`config.mk`:
```
export PLATFORM = sky130hd
export DESIGN_NAME = pwm_cfg_spi_loader
export DESIGN_NICKNAME = d
export VERILOG_FILES = /design/src/rtl/pwm_cfg_pkg.sv /design/src/rtl/pwm_cfg_sync.sv /design/src/rtl/pwm_cfg_spi_loader.sv
export SDC_FILE = /design/constraint.sdc
export NUM_CORES = 1
export LEC_CHECK = 0
export BUFFER_PORTS_ARGS = -buffer_cell sky130_fd_sc_hd__buf_2
export CORE_ASPECT_RATIO = 0.6
export CORE_MARGIN = 1.5
export CORE_UTILIZATION = 30
export DETAILED_ROUTE_END_ITERATION = 16
export REMOVE_ABC_BUFFERS = 1
export SLEW_MARGIN = 10
export SYNTH_ARGS = -nofsm -noshare
export SYNTH_HDL_FRONTEND = slang
export SYNTH_SLANG_ARGS = --single-unit
```
`constraint.sdc`:
```
create_clock -name clk -period 4.85 [get_ports clk]
set_clock_uncertainty 0.1 [all_clocks]
set_input_delay 0.97 -clock clk [delete_from_list [all_inputs] [get_ports clk]]
set_output_delay 0.97 -clock clk [all_outputs]
set_load 0.05 [all_outputs]
```
`src/rtl/pwm_cfg_pkg.sv`:
```
// pwm_cfg_pkg: shared FSM state type and frame layout constants for the PWM config loader
package pwm_cfg_pkg;
  typedef enum logic [1:0] {IDLE, SHIFT, CHECK, COMMIT} state_t;
  localparam int FRAME_BITS = 16;
  localparam int SEL_BIT = 15;
  localparam int RSVD_MSB = 14;
  localparam int RSVD_LSB = 12;
  localparam int DUTY_MAX_DEFAULT = 100;
endpackage

```
`src/rtl/pwm_cfg_sync.sv`:
```
// pwm_cfg_sync: STAGES-deep single-bit synchroniser with selectable reset level
// ports: clk, rst (async, active high), i_d async input, o_q synchronised output
module pwm_cfg_sync #(
  parameter int STAGES = 2,
  parameter logic RST_VAL = 1'b0
) (
  input  logic clk,
  input  logic rst,
  input  logic i_d,
  output logic o_q
);
  logic [STAGES-1:0] r_ff;
  always_ff @(posedge clk or posedge rst)
    if (rst) r_ff <= {STAGES{RST_VAL}};
    else r_ff <= {r_ff[STAGES-2:0], i_d};
  assign o_q = r_ff[STAGES-1];
endmodule

```
`src/rtl/pwm_cfg_spi_loader.sv`:
```
// pwm_cfg_spi_loader: SPI mode-0 slave that validates 16-bit frames and issues single-cycle PWM config writes
// ports: clk, rst (async, active high); spi_sclk/spi_mosi/spi_cs_n async serial pins;
//        cfg_data/cfg_sel/cfg_wr_en registered PWM write; frame_err reject pulse; busy while shifting
module pwm_cfg_spi_loader import pwm_cfg_pkg::*; #(
  parameter int SYNC_STAGES = 2,
  parameter int DATA_W = 12,
  parameter int DUTY_MAX = DUTY_MAX_DEFAULT
) (
  input  logic              clk,
  input  logic              rst,
  input  logic              spi_sclk,
  input  logic              spi_mosi,
  input  logic              spi_cs_n,
  output logic [DATA_W-1:0] cfg_data,
  output logic              cfg_sel,
  output logic              cfg_wr_en,
  output logic              frame_err,
  output logic              busy
);
  logic w_sclk, w_mosi, w_cs;
  pwm_cfg_sync #(.STAGES(SYNC_STAGES), .RST_VAL(1'b0)) u_sclk (.clk(clk), .rst(rst), .i_d(spi_sclk), .o_q(w_sclk));
  pwm_cfg_sync #(.STAGES(SYNC_STAGES), .RST_VAL(1'b0)) u_mosi (.clk(clk), .rst(rst), .i_d(spi_mosi), .o_q(w_mosi));
  pwm_cfg_sync #(.STAGES(SYNC_STAGES), .RST_VAL(1'b1)) u_cs (.clk(clk), .rst(rst), .i_d(spi_cs_n), .o_q(w_cs));
  logic r_sclk_d, r_cs_d, r_armed;
  logic [SYNC_STAGES-1:0] r_flush;
  state_t r_state, w_next;
  logic [FRAME_BITS-1:0] r_sr;
  logic [4:0] r_cnt;
  logic [DATA_W-1:0] r_data;
  logic r_sel, r_wr_en;
  logic w_sclk_rise, w_cs_fall, w_cs_rise, w_accept, w_load, w_err, w_busy;
  logic [DATA_W-1:0] w_data, w_clamp;
  // r_flush marks when the synchroniser holds real pin samples; a frame start is only
  // trusted once cs_n has been seen high after that, so cs_n held low through reset never opens a frame
  assign w_sclk_rise = w_sclk & ~r_sclk_d;
  assign w_cs_fall = r_armed & r_cs_d & ~w_cs;
  assign w_cs_rise = w_cs & ~r_cs_d;
  assign w_accept = r_cnt == 5'(FRAME_BITS) && r_sr[RSVD_MSB:RSVD_LSB] == '0;
  assign w_data = DATA_W'(r_sr[11:0]);
  assign w_clamp = w_data > DATA_W'(DUTY_MAX) ? DATA_W'(DUTY_MAX) : w_data;
  always_ff @(posedge clk or posedge rst)
    if (rst) r_state <= IDLE;
    else r_state <= w_next;
  always_comb begin
    w_next = r_state == IDLE  ? (w_cs_fall ? SHIFT : IDLE) :
             r_state == SHIFT ? (w_cs_rise ? CHECK : SHIFT) :
             r_state == CHECK ? (w_accept ? COMMIT : IDLE) : IDLE;
  end
  always_comb begin
    w_busy = r_state == SHIFT;
    w_err = r_state == CHECK && !w_accept;
    w_load = r_state == CHECK && w_accept;
  end
  always_ff @(posedge clk or posedge rst)
    if (rst) begin
      r_sclk_d <= 1'b0;
      r_cs_d <= 1'b1;
      r_flush <= '0;
      r_armed <= 1'b0;
      r_sr <= '0;
      r_cnt <= '0;
      r_data <= '0;
      r_sel <= 1'b0;
      r_wr_en <= 1'b0;
    end else begin
      r_sclk_d <= w_sclk;
      r_cs_d <= w_cs;
      r_flush <= {r_flush[SYNC_STAGES-2:0], 1'b1};
      r_armed <= r_armed | (r_flush[SYNC_STAGES-1] & w_cs);
      if (r_state == IDLE && w_cs_fall) begin
        r_sr <= '0;
        r_cnt <= '0;
      end else if (r_state == SHIFT && w_sclk_rise) begin
        r_sr <= {r_sr[FRAME_BITS-2:0], w_mosi};
        r_cnt <= r_cnt == 5'(FRAME_BITS + 1) ? r_cnt : r_cnt + 5'd1;
      end
      // loading at the end of CHECK makes the strobe and payload registered during COMMIT
      r_wr_en <= w_load;
      if (w_load) begin
        r_sel <= r_sr[SEL_BIT];
        r_data <= r_sr[SEL_BIT] ? w_data : w_clamp;
      end
    end
  assign cfg_data = r_data;
  assign cfg_sel = r_sel;
  assign cfg_wr_en = r_wr_en;
  assign frame_err = w_err;
  assign busy = w_busy;
endmodule
```
==> results_dict.tcl <==
set metrics [dict create \
    place.port_buffers 20 \
    root_buffer "clkbuf_16" \
    relSlewSlack 0.341 \
    cp-start-kind "register" \
    yosysWarnings 0 \
    r2r_start "r_cnt[0]" \
    design.core.area_um2 6680 \
    antenna_cells 0 \
    power.density_nw_per_um2 392 \
    p_leak_nw 1.06 \
    drt_wl_total_mm 4.11 \
    use_met1 0.184 \
    hold_end "u_sclk.r_ff[1]" \
    min_from "u_sclk.r_ff[0]" \
    total_power_uw 947 \
    synth_seq_area_share 0.583 \
    hold_viol 0 \
    num_vias 1463 \
    numCtsBuffers 5 \
    ios 21 \
    area_growth_pct 16.9 \
    synthTopCellsByArea "dfrtp_1 54%, nand2_1 7.1%, a21oi_1 5.3%" \
    status "completed" \
    path_cells "nor2b_1 > a21boi_0 > buf_2" \
    synth.most_common_cell "dfrtp_1" \
    start_util 0.310 \
    synth_cell_types 36 \
    dr.pass1.iters 4 \
    final_nets 220 \
    first_iter_violations 86 \
    grt_max_degree 49 \
    synth_seq_cells 48 \
    regToRegEndpoint "cfg_sel" \
    grt_overflow 0 \
    cp_data_required_time_ns 3.78 \
    fin_hold_ws_ns 0.248 \
    fp.dieArea_um2 7420 \
    antenna_found_initial 0 \
    syn_area_um2 2070 \
    drc_errors 0 \
    crit_type "register to primary output" \
    clockBufferDepth 2 \
    worst_path_max_delay_cell "nor2b_1" \
    synth-edff-count 0 \
    drive_gt1_frac 0.197 \
    track_usage 0.122 \
    end_kind "primary output" \
    fin_crit_sh 0.604 \
    hold_class "register to register" \
    rrSetupSlack_ns 2.45 \
    grtUsageMet3 0.0357 \
    cap_violations 0 \
    die_w_um 110 \
    finalSetupTns_ns 0 \
    clock_sinks 48 \
    syn-mean-instance-area_um2 10.6 \
    ctsHoldBuffers 0 \
    clkTransAtPathRegs_ns 0.07 \
    slew_viol_final 0 \
    synth_area_leader_cell "dfrtp_1" \
    hold_depth 0 \
    busiest_layer "met1" \
    gp_congestion 0.783 \
    grt_pass1_vias 1308 \
    reg2reg_depth 5 \
    path_max_fanout 9 \
    ys.flop_type "dfrtp_1" \
    max-vdd-ir-drop_mv 0.154 \
    drt-vias-per-instance 4.88 \
    tightestPinTransition_ns 0.987 \
    cts_tree "yes" \
    fmax_mhz 341 \
    period_needed_ns 2.93 \
    dp_hpwl_mm 2.74 \
    nFillCells 685 \
    rows 23 \
    netlist_instances 195 \
    h-tree-depth 2 \
    wl_per_cell_um 13.7 \
    synth_top_area_share 0.544 \
    use_met2 0.165 \
    insertion_delay_ns 0.28 \
    rsz0062_at_grt "false" \
    ant_nets 0 \
    post_cts_buffers 0 \
    ys_async_sr_fraction 1.00 \
    ys_top_cells_by_count "45 x dfrtp_1, 39 x nand2_1, 22 x a21oi_1, 18 x inv_1, 7 x nand4_1" \
    slowest_delay_ns 0.49 \
    die_h_um 67.3 \
    setup_viol 0 \
    grt_pass1_wl_mm 6.63 \
    ctsResizeCount 0 \
    arrival_ns 1.86 \
]
## worst max path at each step
stage / start / endpoint / slack (ns) / cells after the start
2_1_floorplan: r_state[1] / frame_err / 1.85 / 2
3_3_place_gp: r_cnt[0] / frame_err / 2.31 / 5
3_5_place_dp: r_cnt[0] / frame_err / 2.26 / 5
4_1_cts: r_cnt[0] / frame_err / 1.95 / 5
5_1_grt: r_state[1] / frame_err / 1.80 / 3
6_report: r_state[1] / frame_err / 1.92 / 3
## cell usage in the layout, fill, tap and decap left out
cell type   n
a2111oi_2   1
a211o_1     1
a21boi_0    1
a21o_1      3
a21oi_1    22
a31o_2      3
a31oi_1     4
and2_1      2
and3_1      1
buf_2      20
buf_4       2
bufinv_16   1
clkbuf_16   5
clkbuf_8    1
clkinv_4    1
conb_1      1
dfrtp_1    45
dfstp_2     3
ha_1        3
inv_1      17
inv_2       1
mux2_1      1
mux2i_1     5
nand2_1    39
nand3_1     2
nand4_1     7
nand4b_1    1
nand4bb_1   2
nor2_1      2
nor2b_1     2
nor3_1      1
nor3b_4     1
nor4_2      1
nor4b_4     1
nor4bb_1    1
nor4bb_4    1
o21ai_0     3
o32a_1      1
o32ai_1     4
## flip-flops by register name, summed over array words and instances (netlist names)
name         flops
r_sr            16
cfg_data        12
r_cnt            5
r_flush          2
r_state          2
u_cs.r_ff        2
u_mosi.r_ff      2
u_sclk.r_ff      2
cfg_sel          1
cfg_wr_en        1
r_armed          1
r_cs_d           1
r_sclk_d         1
## kinds of logic after synthesis
| family | synth area share |
|---|---|
| compound gates | 0.133 |
| fa+ha+maj | 0.0182 |
| buf+inv | 0.0684 |
| flops | 0.583 |
| mux | 0.0296 |
| other cells | 0.00181 |
| simple gates | 0.166 |
## power breakdown
part / internal, mW / leakage (nW) / total (mW) / switching [mW]
clock network: 0.258 / 0.0871 / 0.405 / 0.147
logic: 0.0366 / 0.337 / 0.104 / 0.0672
registers: 0.419 / 0.635 / 0.438 / 0.0193
## layer usage
metal	wire, um	up-vias
met5	0	-
met1	2100	710
met2	1650	53
met4	45	0
met3	316	4
li1	-	696
## worst max-delay path, delay by kind of cell (launching register included)
family,cells,cell delay [ns]
AOI/OAI and AO/OA,1,0.32
DFF,1,0.45
and+or+nand+nor,1,0.49
buffers and inverters,1,0.32
## per-stage QoR
| step | instance area [um^2] | cells | setup WS (ns) | utilization |
|---|---|---|---|---|
| finish | 2420 | 300 | 1.92 | 0.362 |
| global route | 2420 | 300 | 1.80 | 0.362 |
| floorplan | 1990 | 183 | 1.85 | - |
| CTS | 2420 | 300 | 1.95 | 0.362 |
| detailed placement | 2240 | 292 | 2.26 | 0.335 |
| global placement | 2240 | 292 | 2.31 | 0.335 |
## final cells by class
type / count / area [um^2] / share of cell area
Sequential cell: 48 / 1200 / 0.498
Multi-Input combinational cell: 117 / 743 / 0.307
Inverter: 18 / 67.6 / 0.0280
Tap cell: 87 / 109 / 0.0450
Timing Repair Buffer: 22 / 115 / 0.0476
Clock inverter: 2 / 38.8 / 0.0160
Clock buffer: 6 / 139 / 0.0575
No activity file was read; power rests on OpenSTA's default activity.
